<file path="src/rtl/apb_timer_pkg.sv">
// Shared definitions for the APB timer: register offsets, bit positions and
// the bus-handshake state encoding.
package apb_timer_pkg;

    localparam logic [4:0] TCR  = 5'h00;
    localparam logic [4:0] TCNT = 5'h04;
    localparam logic [4:0] PSC  = 5'h08;
    localparam logic [4:0] ARR  = 5'h0C;
    localparam logic [4:0] SR   = 5'h10;

    localparam int TCR_EN      = 0;
    localparam int TCR_ONESHOT = 1;
    localparam int TCR_UIE     = 2;
    localparam int TCR_CLR     = 3;

    localparam int SR_UIF = 0;

    typedef enum logic [1:0] {
        IDLE,
        WAIT,
        READY
    } apb_state_t;

    // The block decodes word addresses only; byte lanes are ignored.
    function automatic logic [4:0] reg_offset(input logic [2:0] word);
        return {word, 2'b00};
    endfunction

endpackage

</file>
<file path="src/rtl/apb_timer_core.sv">
// Prescaler plus auto-reload up-counter. Produces a one-cycle update pulse on
// every reload and a stop request when running in one-shot mode.
module apb_timer_core
    import apb_timer_pkg::*;
#(
    parameter int CNT_W = 16,
    parameter int PSC_W = 16
) (
    input  logic             clk,
    input  logic             rst,
    input  logic             en,
    input  logic             clr,
    input  logic [PSC_W-1:0] psc,
    input  logic [CNT_W-1:0] arr,
    input  logic             oneshot,
    output logic [CNT_W-1:0] tcnt,
    output logic             update,
    output logic             oneshot_stop
);

    logic [PSC_W-1:0] pcnt;
    logic             tick;
    logic             wrap;

    assign tick = en && (pcnt == psc);
    assign wrap = (tcnt == arr);

    // A clear committed on the same edge suppresses the reload event.
    assign update       = tick && wrap && !clr;
    assign oneshot_stop = update && oneshot;

    always_ff @(posedge clk or posedge rst) begin
        if (rst) begin
            pcnt <= '0;
            tcnt <= '0;
        end else if (clr) begin
            pcnt <= '0;
            tcnt <= '0;
        end else if (en) begin
            pcnt <= tick ? '0 : pcnt + PSC_W'(1);
            if (tick) begin
                tcnt <= wrap ? '0 : tcnt + CNT_W'(1);
            end
        end
    end

endmodule

</file>
<file path="src/rtl/apb_timer_periph.sv">
// APB slave wrapper for the timer: one-wait-state handshake FSM, control and
// status registers, and the level interrupt output.
module apb_timer_periph
    import apb_timer_pkg::*;
#(
    parameter int CNT_W = 16,
    parameter int PSC_W = 16
) (
    input  logic        PCLK,
    input  logic        PRESET,
    input  logic [31:0] PADDR,
    input  logic [31:0] PWDATA,
    input  logic        PWRITE,
    input  logic        PENABLE,
    input  logic        PSEL,
    output logic [31:0] PRDATA,
    output logic        PREADY,
    output logic        irq
);

    apb_state_t       state;
    apb_state_t       state_nxt;
    logic             commit;

    logic             en;
    logic             oneshot;
    logic             uie;
    logic             uif;
    logic [PSC_W-1:0] psc;
    logic [CNT_W-1:0] arr;
    logic [CNT_W-1:0] tcnt;
    logic             update;
    logic             oneshot_stop;

    logic [4:0]       reg_off;
    logic             wr;
    logic             rd;
    logic             wr_tcr;
    logic             wr_psc;
    logic             wr_arr;
    logic             wr_sr;
    logic             clr;
    logic [31:0]      rdata;
    logic             unused_bits;

    always_ff @(posedge PCLK or posedge PRESET) begin
        if (PRESET) begin
            state <= IDLE;
        end else begin
            state <= state_nxt;
        end
    end

    // WAIT swallows an access phase the master holds past PREADY, so a held
    // PSEL/PENABLE never commits the same transfer twice.
    always_comb begin
        state_nxt = state;
        commit    = 1'b0;
        case (state)
            IDLE: begin
                if (PSEL && PENABLE) begin
                    commit    = 1'b1;
                    state_nxt = READY;
                end
            end
            READY: begin
                state_nxt = (PSEL && PENABLE) ? WAIT : IDLE;
            end
            WAIT: begin
                if (!(PSEL && PENABLE)) begin
                    state_nxt = IDLE;
                end
            end
            default: begin
                state_nxt = IDLE;
            end
        endcase
    end

    assign PREADY = (state == READY);

    assign reg_off = reg_offset(PADDR[4:2]);
    assign wr      = commit && PWRITE;
    assign rd      = commit && !PWRITE;
    assign wr_tcr  = wr && (reg_off == TCR);
    assign wr_psc  = wr && (reg_off == PSC);
    assign wr_arr  = wr && (reg_off == ARR);
    assign wr_sr   = wr && (reg_off == SR);
    assign clr     = wr_tcr && PWDATA[TCR_CLR];

    assign unused_bits = ^{PADDR[31:5], PADDR[1:0], PWDATA};

    always_comb begin
        rdata = '0;
        case (reg_off)
            TCR: begin
                rdata[TCR_EN]      = en;
                rdata[TCR_ONESHOT] = oneshot;
                rdata[TCR_UIE]     = uie;
            end
            TCNT:    rdata[CNT_W-1:0] = tcnt;
            PSC:     rdata[PSC_W-1:0] = psc;
            ARR:     rdata[CNT_W-1:0] = arr;
            SR:      rdata[SR_UIF]    = uif;
            default: rdata = '0;
        endcase
    end

    // Software writes to TCR beat the one-shot auto-stop; a hardware update
    // beats a software clear of UIF.
    always_ff @(posedge PCLK or posedge PRESET) begin
        if (PRESET) begin
            en      <= 1'b0;
            oneshot <= 1'b0;
            uie     <= 1'b0;
            uif     <= 1'b0;
            psc     <= '0;
            arr     <= '0;
            PRDATA  <= '0;
        end else begin
            if (wr_tcr) begin
                en      <= PWDATA[TCR_EN];
                oneshot <= PWDATA[TCR_ONESHOT];
                uie     <= PWDATA[TCR_UIE];
            end else if (oneshot_stop) begin
                en <= 1'b0;
            end
            if (wr_psc) begin
                psc <= PWDATA[PSC_W-1:0];
            end
            if (wr_arr) begin
                arr <= PWDATA[CNT_W-1:0];
            end
            if (update) begin
                uif <= 1'b1;
            end else if (wr_sr && PWDATA[SR_UIF]) begin
                uif <= 1'b0;
            end
            if (rd) begin
                PRDATA <= rdata;
            end
        end
    end

    assign irq = uif && uie;

    apb_timer_core #(
        .CNT_W(CNT_W),
        .PSC_W(PSC_W)
    ) u_core (
        .clk         (PCLK),
        .rst         (PRESET),
        .en          (en),
        .clr         (clr),
        .psc         (psc),
        .arr         (arr),
        .oneshot     (oneshot),
        .tcnt        (tcnt),
        .update      (update),
        .oneshot_stop(oneshot_stop)
    );

endmodule

</file>
<file path="config.mk">
export PLATFORM = sky130hd
export DESIGN_NAME = apb_timer_periph
export DESIGN_NICKNAME = d
export VERILOG_FILES = /design/src/rtl/apb_timer_pkg.sv /design/src/rtl/apb_timer_core.sv /design/src/rtl/apb_timer_periph.sv
export SDC_FILE = /design/constraint.sdc
export NUM_CORES = 1
export LEC_CHECK = 0
export BUFFER_PORTS_ARGS = -buffer_cell sky130_fd_sc_hd__buf_4
export CELL_PAD_IN_SITES_DETAIL_PLACEMENT = 0
export CELL_PAD_IN_SITES_GLOBAL_PLACEMENT = 1
export CORE_MARGIN = 5
export CORE_UTILIZATION = 30
export CTS_CLUSTER_DIAMETER = 200
export DETAILED_ROUTE_END_ITERATION = 16
export PLACE_DENSITY = 0.61
export SYNTH_ARGS = -nofsm -noshare
export SYNTH_HDL_FRONTEND = slang
export SYNTH_SLANG_ARGS = --single-unit
</file>
<file path="constraint.sdc">
create_clock -name PCLK -period 6.54 [get_ports PCLK]
set_input_delay 0.327 -clock PCLK [delete_from_list [all_inputs] [get_ports PCLK]]
set_output_delay 0.327 -clock PCLK [all_outputs]
set_load 0.03 [all_outputs]
</file>
# Yosys cells after proc, flatten, opt, wreduce, memory -nomap -nowiden
# Cells that the tools add are included.
[classes] add_sub_neg=2 n_mul=0 div_mod_pow=0 order_cmp=0 eq_ne=10 n_shift=0 mux=20 n_bitwise=0 n_reduce_logical=24
[ops] cell="two-way mux 16 bit" n=7
[ops] cell="one-hot mux 13 bit (3 select lines)" n=1
[ops] cell="adder 16 x 1 -> 16 bit (second input constant)" n=2
[ops] cell="equality test 16 bit" n=2
[ops] cell="logical AND 1 bit" n=14
[ops] cell="one-hot mux 2 bit (4 select lines)" n=1
[ops] cell="nonzero test 2 bit" n=4
[ops] cell="two-way mux 1 bit" n=7
[ops] cell="equality test 3 x 2 -> 1 bit (second input constant)" n=2
[ops] cell="one-hot mux 2 bit (3 select lines)" n=1
[ops] cell="zero test 5 bit" n=1
[ops] cell="one-hot mux 1 bit (5 select lines)" n=1
[ops] cell="two-way mux 2 bit" n=2
[ops] cell="inequality test 2 bit (second input constant)" n=2
[ops] cell="AND reduction 2 bit" n=2
[ops] cell="equality test 3 x 1 -> 1 bit (second input constant)" n=1
[ops] cell="equality test 3 bit (second input constant)" n=1
[ops] cell="equality test 2 x 1 -> 1 bit (second input constant)" n=1
[ops] cell="equality test 2 bit (second input constant)" n=1
[ops] cell="zero test 1 bit" n=2
[ops] cell="zero test 2 bit" n=1
[word_totals] reg_bits=86 latchBits=0 ram_bits=0 mem_bits_ro=0 output_inout_bits=34 elab_cells=66 memories=0

# Longest topological paths before layout
[depth] ltp_word=11 ltp_mapped=9 mapped_depth_nobuf=8

# Modules after synthesis
# A second synthesis with hierarchy kept.
[hier_totals] cells_unflattened=451 area_unflattened_um2=4934.7
[modules_own_cells] mod="apb_timer_periph" n_inst=1 cells_per_inst=203 area_each_um2=2640.0 seq_area_each_um2=1351.3
[modules_own_cells] mod="apb_timer_core" n_inst=1 cells_per_inst=248 area_each_um2=2294.7 seq_area_each_um2=800.8

# Worst setup path after synthesis
# OpenSTA, ideal clock, no wires.
[synth_timing] path_kind="register -> register" start="register u_core.tcnt[7]" end="register u_core.tcnt[15]" setup_ns=0.129 t_arrival_ns=1.668 required_ns=6.411 slack_ns=4.743 path_stages_with_launch=9 period_less_slack_ns=1.797 cell_sequence="dfrtp_1 > buf_6 > xor2_1 > nor4_1 > nand4_1 > and2_4 > buf_6 > a32oi_1 > o31ai_1"
[synth_via] elab_chain_len=5 elab_cells_between_ends=6 classes_between="add/sub: 1; eq/ne: 1; mux: 4"
[synth_lines] item="start: declaration" line="apb_timer_core.sv:16" rtl="output logic [CNT_W-1:0] tcnt,"
[synth_lines] item="start signal: assignment" line="apb_timer_core.sv:42" rtl="tcnt <= wrap ? '0 : tcnt + CNT_W'(1);"
[synth_lines] item="adder 16 x 1 -> 16 bit or equality test 16 bit (tied branches)" line="apb_timer_core.sv:42, apb_timer_core.sv:26"
[synth_lines] item="two-way mux 16 bit *" line="apb_timer_core.sv:42"
[synth_lines] item="two-way mux 16 bit *" line="apb_timer_core.sv:41" rtl="if (tick) begin"
[synth_lines] item="two-way mux 16 bit *" line="apb_timer_core.sv:39" rtl="end else if (en) begin"
[synth_lines] item="two-way mux 16 bit *" line="apb_timer_core.sv:36" rtl="end else if (clr) begin"
# Mark *: on every way between the ends. The rest lies on a longest branch, timed or not. The select of a mux whose other input is x is not followed.
# A chain may end at the register's enable or synchronous reset.

# Final worst setup path
[layout_timing] start="register state[1]" end="register u_core.pcnt[1]"
[layout_via] elab_chain_len=6 elab_cells_between_ends=7 classes_between="mux: 2; reduce/logical: 5"
[layout_lines] item="start: declaration" line="apb_timer_periph.sv:21" rtl="apb_state_t state;"
[layout_lines] item="start signal: assignment" line="apb_timer_periph.sv:50" rtl="state <= state_nxt;"
[layout_lines] item="zero test 2 bit *" line="apb_timer_periph.sv:59" rtl="case (state)"
[layout_lines] item="two-way mux 1 bit *" line="apb_timer_periph.sv:59"
[layout_lines] item="logical AND 1 bit *" line="apb_timer_periph.sv:83" rtl="assign wr = commit && PWRITE;"
[layout_lines] item="logical AND 1 bit *" line="apb_timer_periph.sv:85" rtl="assign wr_tcr = wr && (reg_off == TCR);"
[layout_lines] item="logical AND 1 bit *" line="apb_timer_periph.sv:89" rtl="assign clr = wr_tcr && PWDATA[TCR_CLR];"
[layout_lines] item="two-way mux 16 bit or nonzero test 2 bit (tied branches)"
[layout_lines] item="end signal: assignment" line="apb_timer_core.sv:40" rtl="pcnt <= tick ? '0 : pcnt + PSC_W'(1);"
[layout_lines] item="end: declaration" line="apb_timer_core.sv:21" rtl="logic [PSC_W-1:0] pcnt;"
# Mark *: on every way between the ends. The rest lies on a longest branch, timed or not.

==> Flow_metrics.wiki <==
{| class="wikitable"
! Metric !! Value
|-
| Crit path kind || reg2reg
|-
| Actual transition at the worst max-transition pin || 943 ps
|-
| Sort of element at the start of the critical path || flop
|-
| Initial core utilization || 30.7%
|-
| Crit Reg-Reg Endpoint || u_core.pcnt[1]
|-
| Post-Syn Area || 4690 um2
|-
| Largest area contributor in the netlist || sky130_fd_sc_hd__dfrtp_1
|-
| Global-route wire length before repair || 19,100 um
|-
| Largest net degree at the start of global routing || 61
|-
| RSZ-0062 raised after global routing || no
|-
| Fmax || 0.392 GHz
|-
| CTS H-tree depth || 3
|-
| Wirelength, routed || 11,800 um
|-
| Worst-path fanout max || 22
|-
| Share of flip-flops with an asynchronous set or reset || 100%
|-
| Std cell rows || 45
|-
| Initial antenna violation count || 0
|-
| Worst rel slew slack || 36.9%
|-
| Reg-to-reg critical path startpoint || state[1]
|-
| Mean Syn Cell Area || 10.8 um2
|-
| Tot GR Track Use || 13.6%
|-
| Type of the worst min-delay path || in2async
|-
| Ordered cell list for the critical path || nor2_1 -> nand3_1 -> inv_2 -> nand3_1 -> nand2_1 -> o22ai_1
|-
| Most repeated library cell on the critical path || sky130_fd_sc_hd__nand3_1
|-
| Count of pins on the block boundary || 103
|-
| Sum of met2 wire segment lengths after detailed routing || 5310 um
|-
| Number of hold-slack violations in the final timing report || 1
|-
| Post-synth top flop || sky130_fd_sc_hd__dfrtp_1
|-
| Clock Skew || 6.93 ps
|-
| Clock transition at path regs || 60 ps
|-
| Outcome || finished with violations
|-
| Post-route antenna net violation count || 0
|-
| Root Buffer || sky130_fd_sc_hd__clkbuf_16
|-
| Die area || 18,200 um2
|-
| Leakage Power || 2.43 nW
|-
| Later-pin clock latency in the skew report || 340 ps
|-
| Input/output buffers || 41
|-
| Worst path bufs/invs || 1
|-
| Total core area || 15,300 um2
|-
| Fraction of layout cells with a size suffix above 1 || 25.4%
|-
| CTS tree || done
|-
| Number of global-route vias before repair || 3,331
|-
| Cell count after synthesis || 434
|-
| Library cells used by synthesis || 49
|-
| CTS-repair resized insts || 0
|-
| Kind of capture point of the worst setup path || flop
|-
| Placer congestion estimate || 0.793
|-
| Final clock period utilization by the worst path || 39.0%
|-
| Final Hold Slack || -3.19 ps
|-
| Delay contributed by the slowest stage of the critical path || 790 ps
|-
| Max Transition Viols Final || 0
|-
| Peak VDD IR || 0.151 mV
|-
| Worst Reg2Reg Path Length in Cells || 6
|-
| Detailed Route Iter0 Violations || 263
|-
| Violated checks || negative hold slack
|-
| Number of flops mapped to enable cells by yosys || 0
|-
| Setup slack on the worst flop-to-flop path || 3990 ps
|-
| Family with the most delay on the worst path || simple AND/OR/NAND/NOR gates
|-
| Number of flip-flops and latches in the synthesized netlist || 86
|-
| Clk sink count || 86
|-
| Die Span Y || 135 um
|-
| Post-detail-place hpwl || 8380 um
|-
| First-pass DRT Iterations || 4
|-
| Vias post-DR || 3,298
|-
| Final TNS setup || 0 ps
|-
| Post-CTS Hold Buffers || 0
|-
| Die width || 135 um
|-
| Tmin final || 2550 ps
|-
| Synthesis-to-layout area growth || 15.1%
|-
| Count of nets after finishing || 534
|-
| Antenna fix cells || 0
|-
| Gr ovfl total || 0
|-
| Sum of routed wire segments on met1 || 5680 um
|-
| Syn. warnings || 0
|-
| Postcts setup bufs || 0
|-
| Area fraction of the dominant cell type after synthesis || 45.9%
|-
| Setup-violating endpoint count in the final report || 0
|-
| Drt via density || 4.86
|-
| Residual DRC count || 0
|-
| Arrival time at the worst endpoint || 2750 ps
|-
| Max Used Layer || met4
|-
| Average wire per cell in the routed design || 17.4 um
|-
| Maximum capacitance violations || 0
|-
| Data required time of the critical path || 6740 ps
|-
| Share of the yosys chip area belonging to registers || 45.9%
|-
| Met3 routed WL || 651 um
|-
| Synth area leaders || sky130_fd_sc_hd__dfrtp_1 (46%), sky130_fd_sc_hd__mux2_2 (11%), sky130_fd_sc_hd__xor2_1 (5.0%)
|-
| Deepest clock path buffer count || 2
|-
| Power Dens Cells || 279 nW/um2
|-
| Final Power || 0.00151 W
|-
| Cell with the biggest individual delay on the critical path || sky130_fd_sc_hd__nand2_1
|-
| CTS Buf Count || 9
|}
[sequential cells by signal (all words and copies together) (netlist names), 2 cells and up]
signal and cells:
u_core.tcnt 16, psc 16, u_core.pcnt 16, arr 16, PRDATA 16, state 2
[placed cells by master (no fill, tap or decap), drive strengths merged, types with 12 or more instances in the layout]
cell | netlist | final
xnor2 | 18 | 18
buf | 32 | 44
o21ai | 23 | 23
nor2 | 21 | 21
dfrtp | 86 | 86
nand2 | 33 | 33
a32oi | 12 | 12
conb | 1 | 16
a22oi | 15 | 15
xor2 | 27 | 27
clkbuf | 9 | 13
mux2 | 47 | 47
[worst max-delay path by stage]
stage                   from              to  slack [ps]  cells past startpoint
floorplan             PRESET       PRDATA[0]        3990                      1
global placement    PADDR[2]  u_core.pcnt[1]        3790                      5
detailed placement  PADDR[2]  u_core.pcnt[1]        3770                      5
CTS                 state[1]  u_core.pcnt[1]        3940                      6
global route        state[1]  u_core.pcnt[1]        3710                      6
finish              state[1]  u_core.pcnt[1]        3990                      6
[Yosys cell counts, types with 6 or more instances]
library cell               number
sky130_fd_sc_hd__xnor2_1       18
sky130_fd_sc_hd__nand3_1       11
sky130_fd_sc_hd__xor2_1        27
sky130_fd_sc_hd__nand2_1       33
sky130_fd_sc_hd__a22oi_1       15
sky130_fd_sc_hd__o31ai_1       11
sky130_fd_sc_hd__nand4_1        7
sky130_fd_sc_hd__clkbuf_1       9
sky130_fd_sc_hd__dfrtp_1       86
sky130_fd_sc_hd__o21ai_0       23
sky130_fd_sc_hd__nor2b_1        6
sky130_fd_sc_hd__and2_1        10
sky130_fd_sc_hd__mux2_2        47
sky130_fd_sc_hd__nor2_1        21
sky130_fd_sc_hd__a32oi_1       12
sky130_fd_sc_hd__buf_4         18
sky130_fd_sc_hd__and3_1         7
sky130_fd_sc_hd__buf_2          9
[metal layers]
metal  global-route usage, %  vias to the layer above
li1                        -                     1587
met1                    19.2                     1618
met2                    20.4                       80
met3                    3.09                       13
met4                    4.82                        0
met5                       0                        -
[where the power goes]
part | switching, W | internal [W]
sequential | 0.0000882 | 0.000599
combinational | 0.000139 | 0.000131
clock | 0.000211 | 0.000337
total | 0.000439 | 0.00107
[logic make-up after synthesis]
family          synth area share (%)
compound gates                  11.8
xor+xnor                        8.41
fa+ha+maj                      0.534
buf+inv                         6.08
flops                           45.9
mux                             12.9
other cells                   0.0800
simple gates                    14.3
[final cells by class]
cell class | count | area (um2)
clock buffers | 13 | 280
clock inverters | 3 | 40.0
fillers | 1511 | 9860
inverters | 6 | 23.8
multi-input cells | 316 | 2310
flip-flops and latches | 86 | 2150
well taps | 211 | 264
repair buffers | 44 | 330
[through the flow]
step                hold slack, ps  setup slack, ps  instance area [um2]  cells  utilization (%)
global route                  42.8             3710                 5400    679             35.4
finish                       -3.19             3990                 5400    679             35.4
detailed placement             375             3770                 5080    663             33.3
global placement               372             3790                 5080    663             33.3
CTS                           8.13             3940                 5400    679             35.4
floorplan                      441             3990                 4740    449                -
Note: power is estimated with default switching activity, not from simulation.
